--- src/rtl/mct_arbiter.sv ---
// Memory-cycle arbiter: at each end-of-cycle strobe, picks whether the next memory cycle
// serves a counter increment, an interrupt entry, or a normal instruction.
module mct_arbiter #(
  parameter int unsigned NCNT          = 8,
  parameter int unsigned NINT          = 4,
  parameter int unsigned IDXW          = 3,
  parameter int unsigned MAX_CNT_BURST = 4
) (
  input  logic            clk,
  input  logic            rst_n,
  input  logic            tp_end,
  input  logic [NCNT-1:0] cnt_req,
  input  logic [NINT-1:0] int_req,
  input  logic            ien,
  input  logic            resume,
  output logic [1:0]      cyc_type,
  output logic [IDXW-1:0] cyc_idx,
  output logic            cyc_start,
  output logic [NCNT-1:0] cnt_ack,
  output logic [NINT-1:0] int_ack,
  output logic            in_isr,
  output logic            cnt_overrun
);

  localparam int unsigned BW = $clog2(MAX_CNT_BURST + 1);

  typedef enum logic [1:0] {StInst = 2'b00, StCnt = 2'b01, StInt = 2'b10} state_e;

  state_e          state_q, state_d;
  logic [IDXW-1:0] idx_q, idx_d;
  logic [NCNT-1:0] cnt_pend_q, cnt_pend_d;
  logic [NINT-1:0] int_pend_q, int_pend_d;
  logic [BW-1:0]   burst_q, burst_d;
  logic            start_q, start_d;
  logic [NCNT-1:0] cnt_ack_q, cnt_ack_d;
  logic [NINT-1:0] int_ack_q, int_ack_d;
  logic            isr_q, isr_d;
  logic            ovr_q, ovr_d;

  logic [NCNT-1:0] cnt_eff, cnt_gnt;
  logic [NINT-1:0] int_eff, int_gnt;
  logic [IDXW-1:0] cnt_sel, int_sel;
  logic            cnt_hit, int_hit, grant_cnt, grant_int, isr_eff;

  // Lowest-index-first priority encoders over pending OR same-clock requests.
  always_comb begin
    cnt_eff = cnt_pend_q | cnt_req;
    int_eff = int_pend_q | int_req;
    cnt_hit = 1'b0;
    cnt_sel = '0;
    for (int i = NCNT - 1; i >= 0; i--) begin
      if (cnt_eff[i]) begin
        cnt_hit = 1'b1;
        cnt_sel = IDXW'(i);
      end
    end
    int_hit = 1'b0;
    int_sel = '0;
    for (int j = NINT - 1; j >= 0; j--) begin
      if (int_eff[j]) begin
        int_hit = 1'b1;
        int_sel = IDXW'(j);
      end
    end
  end

  // A resume on the decision clock already frees the way for a new interrupt.
  assign isr_eff   = isr_q & ~resume;
  assign grant_cnt = tp_end & cnt_hit & (burst_q < BW'(MAX_CNT_BURST));
  assign grant_int = tp_end & ~grant_cnt & int_hit & ien & ~isr_eff;
  assign cnt_gnt   = grant_cnt ? (NCNT'(1) << cnt_sel) : '0;
  assign int_gnt   = grant_int ? (NINT'(1) << int_sel) : '0;

  always_ff @(posedge clk or negedge rst_n) begin
    if (!rst_n) begin
      state_q    <= StInst;
      idx_q      <= '0;
      cnt_pend_q <= '0;
      int_pend_q <= '0;
      burst_q    <= '0;
      start_q    <= 1'b0;
      cnt_ack_q  <= '0;
      int_ack_q  <= '0;
      isr_q      <= 1'b0;
      ovr_q      <= 1'b0;
    end else begin
      state_q    <= state_d;
      idx_q      <= idx_d;
      cnt_pend_q <= cnt_pend_d;
      int_pend_q <= int_pend_d;
      burst_q    <= burst_d;
      start_q    <= start_d;
      cnt_ack_q  <= cnt_ack_d;
      int_ack_q  <= int_ack_d;
      isr_q      <= isr_d;
      ovr_q      <= ovr_d;
    end
  end

  always_comb begin
    state_d = state_q;
    idx_d   = idx_q;
    burst_d = burst_q;
    if (tp_end) begin
      if (grant_cnt) begin
        state_d = StCnt;
        idx_d   = cnt_sel;
        // grant_cnt already implies burst_q < MAX_CNT_BURST, so this saturates.
        burst_d = burst_q + BW'(1);
      end else if (grant_int) begin
        state_d = StInt;
        idx_d   = int_sel;
        burst_d = '0;
      end else begin
        state_d = StInst;
        idx_d   = '0;
        burst_d = '0;
      end
    end
    // A request landing on its own grant clock re-arms the pending bit.
    cnt_pend_d = (cnt_pend_q & ~cnt_gnt) | cnt_req;
    int_pend_d = (int_pend_q & ~int_gnt) | int_req;
    ovr_d      = ovr_q | (|(cnt_req & cnt_pend_q & ~cnt_gnt));
    isr_d      = grant_int ? 1'b1 : (resume ? 1'b0 : isr_q);
    start_d    = tp_end;
    cnt_ack_d  = cnt_gnt;
    int_ack_d  = int_gnt;
  end

  always_comb begin
    cyc_type    = state_q;
    cyc_idx     = idx_q;
    cyc_start   = start_q;
    cnt_ack     = cnt_ack_q;
    int_ack     = int_ack_q;
    in_isr      = isr_q;
    cnt_overrun = ovr_q;
  end

endmodule

--- config.mk ---
export PLATFORM = sky130hd
export DESIGN_NAME = mct_arbiter
export DESIGN_NICKNAME = d
export VERILOG_FILES = /design/src/rtl/mct_arbiter.sv
export SDC_FILE = /design/constraint.sdc
export NUM_CORES = 1
export LEC_CHECK = 0
export CAP_MARGIN = 20
export CELL_PAD_IN_SITES_DETAIL_PLACEMENT = 0
export CELL_PAD_IN_SITES_GLOBAL_PLACEMENT = 1
export CORE_AREA = 10 10 64 87
export DETAILED_ROUTE_END_ITERATION = 6
export DIE_AREA = 0 0 74 97
export PLACE_DENSITY_LB_ADDON = 0.1
export SETUP_SLACK_MARGIN = 0.15
export SYNTH_ARGS = -nofsm -noshare
export SYNTH_HDL_FRONTEND = slang
export SYNTH_SLANG_ARGS = --single-unit
--- constraint.sdc ---
create_clock -name clk -period 4.6 [get_ports clk]
set_input_delay 1.38 -clock clk [delete_from_list [all_inputs] [get_ports clk]]
set_output_delay 1.38 -clock clk [all_outputs]
set_load 0.01 [all_outputs]
# Word-level counts from Yosys, hierarchy flattened
# Cells that the tools add are included.
# totals
regBits	35
latchBits	0
ram_bits	0
mem_bits_ro	0
output_inout_bits	20
word_cells	70
memories	0
# classes
n_addsub	1
n_mul	0
div	0
magnitude_cmp	1
n_eq_ne	0
n_shift	2
n_mux	33
n_bitwise	21
reduce_logical	2
# op_table
operator	count
$mux 3	14
$and 8x8->8	3
$or 8x8->8	2
$mux 1	14
$mux 8	1
$not 8->8	1
$or 4x4->4	2
$reduce_or 8->1	1
$shl 1x3->8 const A	1
$and 1x1->1	7
$mux 2	3
$and 4x4->4	1
$mux 4	1
$not 4->4	1
$shl 1x3->4 const A	1
$add 3x1->3 const B	1
$lt 3x3->1 const B	1
$not 1->1	3
$reduce_bool 2->1	1
$or 1x1->1	1

# Depth between registers and ports, before layout
# Gate-level depths: netlist (run 1).
# logic_depth
depth_word	20
ltp_mapped	6
ltp_nobuf	5

# Worst setup path after synthesis (run 1)
# OpenSTA, ideal clock, no wires.
# synth_path
path_kind	input to register
startpoint	in cnt_req[1]
endpoint	reg int_pend_q[2]
setup_ps	124
arrival_time_ps	3031
path_slack_ps	1445
cell_stages	6
path_cell_list	nor4_1 -> a41oi_2 -> or3b_1 -> buf_2 -> or3_4 -> o31a_1
# synth_via
elab_chain_cells	14
# synth_lines
element	line_no	source
from (decl)	12	input logic [NCNT-1:0] cnt_req,
$or 8x8->8	47	cnt_eff = cnt_pend_q | cnt_req;
$mux 1 (2 in series)	52	if (cnt_eff[i]) begin
$and 1x1->1 (2 in series)	69	assign grant_cnt = tp_end & cnt_hit & (burst_q < BW'(MAX_CNT_BURST));
$not 1->1	70	assign grant_int = tp_end & ~grant_cnt & int_hit & ien & ~isr_eff;
$and 1x1->1 (4 in series)	70	
$mux 4	72	assign int_gnt = grant_int ? (NINT'(1) << int_sel) : '0;
$not 4->4	122	int_pend_d = (int_pend_q & ~int_gnt) | int_req;
$and 4x4->4	122	
$or 4x4->4	122	
via int_pend_d[2]	32	logic [NINT-1:0] int_pend_q, int_pend_d;
to (signal assigned)	90	int_pend_q <= int_pend_d;
to (decl)	32	
# The timed path passes the listed nets, and every way through them passes these cells.
# A chain may end at the register's enable or synchronous reset.

# Worst setup path after layout (run 1)
# Ends and elaborated chain as after synthesis.

==> qor.csv, run 1 <==
stage,metric,value,unit
outcome,status,"finished, final reports clean",
pwr,Comb power frac,14.5,%
floorplan,chip height,97,um
finish,ant diodes,0,
timing,worst-margin pin slew,0.6520,ns
pwr,P_leak,0.8186,nW
floorplan,FP Rows,27,
finish,Area Growth Syn to Fin,31.82,%
floorplan,core area,0.003953,mm^2
floorplan,DIE AREA,0.007178,mm^2
worst_setup_path,CP top delay family,simple AND/OR/NAND/NOR gates,
logic_synthesis,synth top area cells,"dfrtp_1, nor2_1, nor4_4",
worst_setup_path,worst path required time,4.77,ns
pwr,Pint,0.0004933,W
worst_setup_path,crit path max fanout,7,
global_routing,gr ovfl total,0,
worst_setup_path,worst path cell trace,clkdlybuf4s50_1 -> nor4_1 -> a41oi_2 -> or3b_1 -> or3_4 -> o31a_1,
clock_network,Clock Path Buffers,2,
timing,fin crit share,78.08,%
routing,DR vias/cell,5.467,
clock_network,clock transition at the registers of the reported paths,0.07,ns
routing,DRT antenna net count,0,
pwr,pwr dens,318.0,mW/mm^2
finish,Fill cells,378,
logic_synthesis,syn_nets,162,
logic_synthesis,syn_area_per_cell,10.90,um^2
global_routing,first-pass GRT wire length,6458,um
timing,worst setup margin,1.008,ns
worst_setup_path,"Slowest-stage cell, CP",or3b_1,
logic_synthesis,Ys Warns,0,
worst_hold_path,worst min-delay path startpoint,cyc_idx[0],
routing,First DRT Iteration DRCs,36,
clock_network,# hold bufs at CTS,0,
timing,Hold Fails Final Rpt,0,
finish,share of the core filled with cells,52.33,%
worst_setup_path,start point of the critical path,cnt_req[1],
clock_network,CTS Buf Count,5,
worst_setup_path,FF-to-FF path depth,5,
clock_network,CTS tree,done,
timing,final slew viol count,0,
worst_hold_path,Hold Path Class,reg2reg,
floorplan,Die W,74,um
worst_setup_path,max incr delay on CP,0.53,ns
logic_synthesis,Netlist cell types,37,
routing,DRT Wirelength,3803,um
pwr,Switch Pwr,0.0001643,W
logic_synthesis,synthesized netlist cell count,144,
worst_setup_path,crit path capture type,flip-flop,
global_routing,pin count of the biggest net entering global routing,36,
placed_design,Placer Congestion,0.8455,
worst_setup_path,critical path type,in2reg,
floorplan,io pins,37,
pwr,clock power share,33.5,%
clock_network,CTS root buf,clkbuf_8,
timing,maximum clock rate,278.4,MHz
run,max cap viols,0,
finish,Layout Nets,204,
logic_synthesis,#FFs+latches synth,35,
finish,Finished Layout Cells,229,
routing,Via Count,1252,
placed_design,Final HPWL DP,2956,um
timing,clock skew,0.003931,ns
timing,final setup fails,0,
clock_network,clk_lat worst skew,0.28,ns
placed_design,"worst slack, placed",0.7107,ns
worst_setup_path,crit start category,input pin,
placed_design,DP Cell Count,222,
logic_synthesis,post-synthesis cell area,0.001569,mm^2
worst_setup_path,Crit path depth,6,
timing,Max transition margin,55.92,%
global_routing,initial antenna violation count,0,
global_routing,number of global-route vias before repair,1349,
clock_network,postcts setup bufs,0,
worst_hold_path,hold path depth,2,
worst_setup_path,CP Buf/Inv Count,1,
timing,RSZ-0062 raised after global routing,no,
timing,Tmin final,3.592,ns
timing,setup TNS,0,ns
logic_synthesis,Yosys top cell by area,dfrtp_1,
global_routing,GRT Total Usage,11.17,%
clock_network,H-Tree Depth,2,
routing,number of remaining DRC errors,0,
worst_setup_path,RR Startpoint,cnt_pend_q[1],
logic_synthesis,Yosys top cell area share,55.82,%
placed_design,Port Buf Inserts,36,
clock_network,CTS resizes,0,
pwr,Sw Ratio,24.99,%
routing,post-detailed-route wirelength per cell,16.61,um
routing,drt pass-1 iters,4,
worst_setup_path,CP arrival,3.76,ns
floorplan,Starting Density,39.70,%
pwr,Flop pwr share,52.0,%
pwr,VDD IR-drop max,0.0002007,V
finish,share of cells above drive strength 1,9.677,%
clock_network,clk sinks,35,
logic_synthesis,sequential area share after synthesis,55.82,%
==> synthesized netlist by cell type (all sizes together) <==
| library cell | number |
|---|---|
| a211o | 1 |
| a211oi | 2 |
| a21o | 7 |
| a21oi | 2 |
| a311o | 1 |
| a31o | 1 |
| a41oi | 1 |
| and2 | 1 |
| buf | 2 |
| dfrtp | 35 |
| ha | 1 |
| inv | 9 |
| mux2i | 1 |
| nand2 | 12 |
| nand2b | 5 |
| nand3 | 4 |
| nor2 | 17 |
| nor3 | 6 |
| nor4 | 5 |
| nor4b | 1 |
| o2111ai | 2 |
| o211ai | 1 |
| o21a | 1 |
| o21ai | 6 |
| o21bai | 1 |
| o221ai | 2 |
| o22ai | 1 |
| o311ai | 4 |
| o31a | 2 |
| o31ai | 2 |
| or2 | 3 |
| or3 | 2 |
| or3b | 1 |
| or4 | 1 |
| or4b | 1 |
==> kinds of logic after synthesis <==
| family | after synthesis | synth area share, % |
|---|---|---|
| fa+ha+maj | 1 | 0.7973 |
| flops | 35 | 55.82 |
| mux | 1 | 0.6380 |
| simple gates | 59 | 21.93 |
| buf+inv | 11 | 2.791 |
| compound gates | 37 | 18.02 |
==> state kept, by name (all words and copies together) (netlist names) <==
register,flops
cnt_ack,8
cnt_pend_q,8
int_ack,4
int_pend_q,4
burst_q,3
cyc_idx,3
cyc_type,2
cnt_overrun,1
cyc_start,1
in_isr,1
==> worst paths after layout <==
check,endpoint,slack (ns)
setup / recovery,int_pend_q[2],1.01
hold / removal,cyc_idx[0],0.51
setup reg to reg,int_pend_q[2],2.18
hold reg to reg,cyc_idx[0],0.51
max in group asynchronous,cnt_pend_q[2],2.79
min in group asynchronous,cnt_pend_q[5],1.50
==> per-layer routing <==
layer | vias to the layer above | part of all wire (%) | track usage [%]
met5 | - | 0 | 0
met4 | 0 | 1.4 | 3.863
met3 | 5 | 7.1 | 4.184
met2 | 30 | 54 | 19.11
met1 | 612 | 38 | 11.93
li1 | 605 | - | -
==> worst register-to-register path: stages, from the launching register on <==
cell,delay [ns]
dfrtp_1,0.42
nor4_1,0.49
a41oi_2,0.23
or3b_1,0.53
or3_4,0.40
o31a_1,0.25
==> layout make-up <==
cell class	instances	area, um^2	share of cell area (%)
Clock inverter	1	5.005	0.2420
Sequential cell	35	875.8	42.35
Multi-Input combinational cell	98	649.4	31.40
Timing Repair Buffer	37	367.9	17.79
Tap cell	43	53.80	2.601
Clock buffer	6	82.58	3.993
Inverter	9	33.78	1.633
==> layout by cell type (no fill, tap or decap), drive strengths merged, types with 2 or more instances in the layout <==
master         instances
clkbuf                 6
a21o                   7
o31a                   2
o311ai                 4
or2                    3
inv                    9
dfrtp                 35
nor4                   5
o2111ai                2
o21ai                  6
o31ai                  2
clkdlybuf4s50         36
nor2                  17
a211oi                 2
nand2b                 5
nor3                   6
o221ai                 2
nand3                  4
nand2                 12
a21oi                  2
or3                    2
==> power by group through the flow <==
stage	logic [W]	registers (W)	clock network, W
after CTS	0.0000974	0.000342	0.000230
after global placement	0.0000972	0.000347	0
after floorplan	0.0000384	0.000350	0
final	0.0000951	0.000342	0.000220
after detailed placement	0.0000967	0.000348	0
after global routing	0.000107	0.000345	0.000239
==> per-stage QoR <==
stage	power [W]	hold WS [ns]	area [um^2]
6_report	0.0006576	0.5060	2068
5_1_grt	0.0006913	0.5290	2068
4_1_cts	0.0006695	0.5110	2068
3_5_place_dp	0.0004445	0.4892	1981
3_3_place_gp	0.0004442	0.4764	1981
2_1_floorplan	0.0003880	0.4569	1569
Note: power is estimated with default switching activity, not from simulation.
==> run 2, diff against run 1 <==
Settings changed: CORE_AREA 10 10 64 87 to 10 10 69 94, DIE_AREA 0 0 74 97 to 0 0 79 104.
Clock period 4.6 ns to 3.15 ns, I/O delays scaled along.
==> run 2 against run 1 <==
  * Design area rose by 9.5%
  * Power rose by 55%
  * Critical path depth did not move
  * Non-clock buffer count rose by 21
  * Sequential share of layout area fell by 3.7 points
  * Setup slack got worse by 0.68 ns
  * Sequential power rose by 46%
==> qor.csv, run 2 (same netlist as run 1, synthesis figures left out) <==
stage,metric,value,unit,change
outcome,status,"finished, final reports clean",,
routing,Via Count,1331,,+6.3%
routing,drt pass-1 iters,4,,unchanged
worst_setup_path,crit path max fanout,4,,-3
clock_network,CTS resizes,0,,unchanged
finish,Layout Nets,225,,+10%
global_routing,number of global-route vias before repair,1509,,+12%
placed_design,"worst slack, placed",0.02406,ns,-0.6867 ns
routing,DRT Wirelength,4160,um,+9.4%
floorplan,FP Rows,30,,+11%
worst_setup_path,worst path required time,3.32,ns,-1.45 ns
routing,DRT met1 WL,1672,um,+17%
routing,post-detailed-route wirelength per cell,15.29,um,-7.9%
clock_network,H-Tree Depth,2,,unchanged
worst_setup_path,flop2flop setup slack,1.00,ns,-1.18 ns
clock_network,postcts setup bufs,0,,unchanged
timing,setup TNS,0,ns,unchanged
global_routing,pin count of the biggest net entering global routing,36,,unchanged
floorplan,core area,0.004805,mm^2,+22%
pwr,P_leak,0.9234,nW,+13%
pwr,VDD IR-drop max,0.0002480,V,+24%
timing,final slew viol count,0,,unchanged
clock_network,CTS root buf,clkbuf_8,,
floorplan,Die W,79,um,+6.8%
worst_setup_path,crit path capture type,flip-flop,,
routing,top routing layer used,met4,,
timing,worst-margin pin slew,0.4369,ns,-0.2151 ns
timing,Tmin final,2.826,ns,
pwr,Tot Pwr,0.001017,W,+55%
routing,First DRT Iteration DRCs,88,,+140%
floorplan,chip height,104,um,+7.2%
finish,"most common cell after layout, fill and taps aside",clkdlybuf4s50_1,,
routing,DRT antenna net count,0,,unchanged
pwr,Comb power frac,15.8,%,+1.3 points
placed_design,Port Buf Inserts,36,,unchanged
global_routing,first-pass GRT wire length,7245,um,+12%
worst_setup_path,crit start category,input pin,,
timing,Max transition margin,70.46,%,+15 points
routing,DR vias/cell,4.893,,-10%
timing,fin crit share,89.70,%,
timing,final setup fails,0,,unchanged
worst_hold_path,worst min-delay path startpoint,burst_q[0],,
clock_network,clk sinks,35,,unchanged
global_routing,gr ovfl total,0,,unchanged
routing,met2 wire length,2163,um,+5.6%
pwr,Switch Pwr,0.0002520,W,+53%
timing,Hold Fails Final Rpt,0,,unchanged
global_routing,initial antenna violation count,0,,unchanged
pwr,pwr dens,449.0,mW/mm^2,+41%
clock_network,CTS Buf Count,5,,unchanged
global_routing,GRT Total Usage,10.92,%,-0.25 points
finish,ant diodes,0,,unchanged
timing,maximum clock rate,353.9,MHz,
clock_network,CTS tree,done,,
placed_design,Placer Congestion,0.8788,,+3.9%
pwr,Flop pwr share,49.2,%,-2.8 points
clock_network,clock transition at the registers of the reported paths,0.07,ns,about the same
finish,share of the core filled with cells,47.14,%,-5.2 points
floorplan,DIE AREA,0.008216,mm^2,+14%
pwr,Pint,0.0007649,W,+55%
timing,worst setup margin,0.3243,ns,-0.6839 ns
timing,clock skew,0.002577,ns,-0.001354 ns
pwr,Sw Ratio,24.78,%,-0.21 points
finish,Area Growth Syn to Fin,44.34,%,
worst_hold_path,hold path depth,1,,-1
finish,most frequent cells in the layout,"clkdlybuf4s50_1, dfrtp_1, buf_4, nor2_1, nand2_1",,
finish,share of cells above drive strength 1,18.75,%,+9.1 points
pwr,clock power share,35.0,%,+1.5 points
clock_network,# hold bufs at CTS,0,,unchanged
run,max cap viols,0,,unchanged
routing,number of remaining DRC errors,0,,unchanged
worst_setup_path,RR Startpoint,cnt_pend_q[1],,
clock_network,clk_lat worst skew,0.28,ns,about the same
routing,Met3 Wirelength,238,um,-12%
clock_network,Clock Path Buffers,2,,unchanged
worst_hold_path,Hold Path Class,reg2reg,,
worst_setup_path,CP arrival,3.00,ns,-0.76 ns
worst_setup_path,critical path type,in2reg,,
worst_hold_path,"Endpoint, Worst Hold",burst_q[0],,
placed_design,Final HPWL DP,3252,um,+10%
worst_setup_path,reg2reg end,int_pend_q[3],,
floorplan,io pins,37,,unchanged
worst_setup_path,FF-to-FF path depth,6,,+1
timing,RSZ-0062 raised after global routing,no,,
floorplan,Starting Density,32.66,%,-7.0 points
==> run 2: cell type report <==
cell class	count	area, um^2
tap	64	80.08
timing repair buffer	58	525.5
inverter	9	33.78
clock buffer	8	100.1
sequential	35	875.8
fill	494	2540
multi-input combinational	98	649.4
==> run 2: worst max-delay path by stage <==
stage / start / endpoint / slack [ns] / cells past startpoint
floorplan: cnt_req[1] / int_pend_q[2] / 0.43 / 6
finish: cnt_req[7] / int_pend_q[3] / 0.32 / 6
detailed placement: cnt_req[1] / int_pend_q[3] / 0.02 / 7
global route: cnt_req[7] / int_pend_q[3] / 0.20 / 6
CTS: cnt_req[7] / int_pend_q[3] / 0.31 / 6
global placement: cnt_req[1] / int_pend_q[2] / 0.03 / 7
==> run 2: power groups by stage <==
stage          Combinational (W)  Sequential [W]  Clock (W)
6_report                0.000161        0.000500   0.000356
5_1_grt                 0.000182        0.000504   0.000390
4_1_cts                 0.000165        0.000501   0.000368
3_5_place_dp            0.000165        0.000509          0
3_3_place_gp            0.000162        0.000508          0
2_1_floorplan          0.0000561        0.000510          0
==> run 2: layer usage <==
metal,GRT usage (%),vias to the layer above
met1,11.91,639
met2,18.22,32
li1,-,652
met3,3.979,8
met4,4.756,0
met5,0,-
==> run 2: worst max-delay path, cell delays in order <==
cell and delay [ns]:
clkdlybuf4s50_1 0.46, nor4_4 0.39, a41oi_2 0.18, or3b_1 0.42, or3_4 0.36, o31a_1 0.25
==> run 2: per-stage QoR <==
step / hold WS [ns] / instance area, um^2 / cells
floorplan: 0.4569 / 1569 / 144
CTS: 0.4952 / 2265 / 272
global placement: 0.4673 / 2165 / 264
finish: 0.4933 / 2265 / 272
global route: 0.5449 / 2265 / 272
detailed placement: 0.4860 / 2165 / 264
==> run 3, diff against run 2 <==
Settings changed: SETUP_SLACK_MARGIN 0.15 to 0.2.
==> run 3 against run 2 <==
  * Die area did not move
  * Utilization did not move
  * Sequential power is essentially flat
  * Setup slack barely moved
  * Global-route usage is the same
  * Highest routed layer unchanged
==> qor.csv, run 3 (same netlist as run 1, synthesis figures left out) <==
stage,metric,value,unit,change
outcome,status,"finished, final reports clean",,
worst_setup_path,max incr delay on CP,0.44,ns,-0.02 ns
finish,Layout Nets,225,,unchanged
timing,clock skew,0.002577,ns,unchanged
timing,worst setup margin,0.3248,ns,+0.0004610 ns
routing,drt pass-1 iters,4,,unchanged
timing,final setup fails,0,,unchanged
floorplan,DIE AREA,0.008216,mm^2,unchanged
floorplan,io pins,37,,unchanged
clock_network,# hold bufs at CTS,0,,unchanged
clock_network,CTS tree,done,,
floorplan,FP Rows,30,,unchanged
worst_setup_path,CP Buf/Inv Count,2,,+1
floorplan,Die W,79,um,unchanged
worst_setup_path,worst path cell trace,clkdlybuf4s50_1 -> nor4_1 -> buf_4 -> a41oi_2 -> or3b_1 -> or3_4 -> o31a_1,,
timing,setup TNS,0,ns,unchanged
clock_network,CTS root buf,clkbuf_8,,
worst_setup_path,CP top delay family,simple AND/OR/NAND/NOR gates,,
global_routing,initial antenna violation count,0,,unchanged
worst_setup_path,crit path capture type,flip-flop,,
global_routing,pin count of the biggest net entering global routing,36,,unchanged
timing,maximum clock rate,354.0,MHz,about the same
timing,worst-margin pin slew,0.4369,ns,unchanged
routing,DR vias/cell,4.890,,about the same
finish,most frequent cells in the layout,"clkdlybuf4s50_1, dfrtp_1, buf_4, nor2_1, nand2_1",,
worst_setup_path,critical path type,in2reg,,
worst_setup_path,"Slowest-stage cell, CP",clkdlybuf4s50_1,,
global_routing,gr ovfl total,0,,unchanged
finish,ant diodes,0,,unchanged
timing,fin crit share,89.69,%,about the same
finish,share of cells above drive strength 1,18.75,%,unchanged
placed_design,Placer Congestion,0.8788,,unchanged
timing,Hold Fails Final Rpt,0,,unchanged
run,max cap viols,0,,unchanged
timing,final slew viol count,0,,unchanged
clock_network,CTS resizes,0,,unchanged
worst_setup_path,CP arrival,3.00,ns,about the same
worst_setup_path,crit start category,input pin,,
routing,post-detailed-route wirelength per cell,15.28,um,about the same
pwr,P_leak,0.9234,nW,unchanged
finish,Area Growth Syn to Fin,44.34,%,unchanged
finish,"most common cell after layout, fill and taps aside",clkdlybuf4s50_1,,
routing,number of remaining DRC errors,0,,unchanged
worst_setup_path,worst path required time,3.32,ns,about the same
clock_network,clock transition at the registers of the reported paths,0.07,ns,about the same
routing,DRT antenna net count,0,,unchanged
worst_setup_path,crit path max fanout,4,,unchanged
routing,Via Count,1330,,-0.075%
timing,Max transition margin,70.46,%,unchanged
global_routing,first-pass GRT wire length,7245,um,unchanged
routing,DRT Wirelength,4157,um,about the same
pwr,pwr dens,449.0,mW/mm^2,about the same
timing,RSZ-0062 raised after global routing,no,,
floorplan,Starting Density,32.66,%,unchanged
clock_network,H-Tree Depth,2,,unchanged
placed_design,Final HPWL DP,3252,um,unchanged
floorplan,chip height,104,um,unchanged
placed_design,"worst slack, placed",0.02406,ns,unchanged
global_routing,GRT Total Usage,10.92,%,unchanged
worst_hold_path,Hold Path Class,reg2reg,,
pwr,VDD IR-drop max,0.0002480,V,unchanged
floorplan,core area,0.004805,mm^2,unchanged
clock_network,clk sinks,35,,unchanged
clock_network,clk_lat worst skew,0.28,ns,about the same
global_routing,number of global-route vias before repair,1509,,unchanged
clock_network,postcts setup bufs,0,,unchanged
timing,Tmin final,2.825,ns,-0.0004610 ns
routing,First DRT Iteration DRCs,88,,unchanged
placed_design,Port Buf Inserts,36,,unchanged
clock_network,Clock Path Buffers,2,,unchanged
clock_network,CTS Buf Count,5,,unchanged
pwr,Tot Pwr,0.001017,W,about the same
run 3: cell counts in the layout (fill, tap and decap cells not counted):
No cell type changed its count.
run 3: final cells by class:
class / count / area, um^2
Timing Repair Buffer: 58 / 525.5
Fill cell: 494 / 2540
Clock buffer: 8 / 100.1
Sequential cell: 35 / 875.8
Tap cell: 64 / 80.08
Inverter: 9 / 33.78
Multi-Input combinational cell: 98 / 649.4
run 3: worst paths after layout:
kind                       cells past startpoint  slack [ns]          start             to
setup / recovery                               7        0.32     cnt_req[1]  int_pend_q[3]
hold reg to reg                                1        0.49     burst_q[0]     burst_q[0]
hold / removal                                 1        0.49     burst_q[0]     burst_q[0]
setup reg to reg                               6        1.00  cnt_pend_q[1]  int_pend_q[3]
max in group asynchronous                      2        1.75          rst_n     cnt_ack[2]
min in group asynchronous                      2        1.08          rst_n  cnt_pend_q[5]
run 3: report_power, final:
| group | leakage (nW) | internal, W | switching, W | total [W] |
|---|---|---|---|---|
| Clock | 0.0515 | 0.000200 | 0.000156 | 0.000356 |
| Combinational | 0.462 | 0.0000863 | 0.0000745 | 0.000161 |
| Sequential | 0.410 | 0.000479 | 0.0000213 | 0.000500 |
run 3: routing by layer:
layer | vias to the layer above | part of all wire [%] | global-route usage, %
met4 | 0 | 2.0 | 4.756
met1 | 639 | 40 | 11.91
met2 | 32 | 52 | 18.22
met3 | 8 | 5.7 | 3.979
met5 | - | 0 | 0
li1 | 651 | - | -
run 3: worst register-to-register path, cell delays in order (launching register included):
cell     delay (ns)
dfrtp_1        0.41
nor4_1         0.30
buf_4          0.17
a41oi_2        0.13
or3b_1         0.42
or3_4          0.36
o31a_1         0.25
run 3: stage by stage:
step / std cells / cell area, um^2 / utilization (%) / hold slack (ns)
5_1_grt: 272 / 2265 / 47.14 / 0.5449
2_1_floorplan: 144 / 1569 / - / 0.4569
6_report: 272 / 2265 / 47.14 / 0.4933
3_3_place_gp: 264 / 2165 / 45.05 / 0.4673
4_1_cts: 272 / 2265 / 47.14 / 0.4952
3_5_place_dp: 264 / 2165 / 45.05 / 0.4860
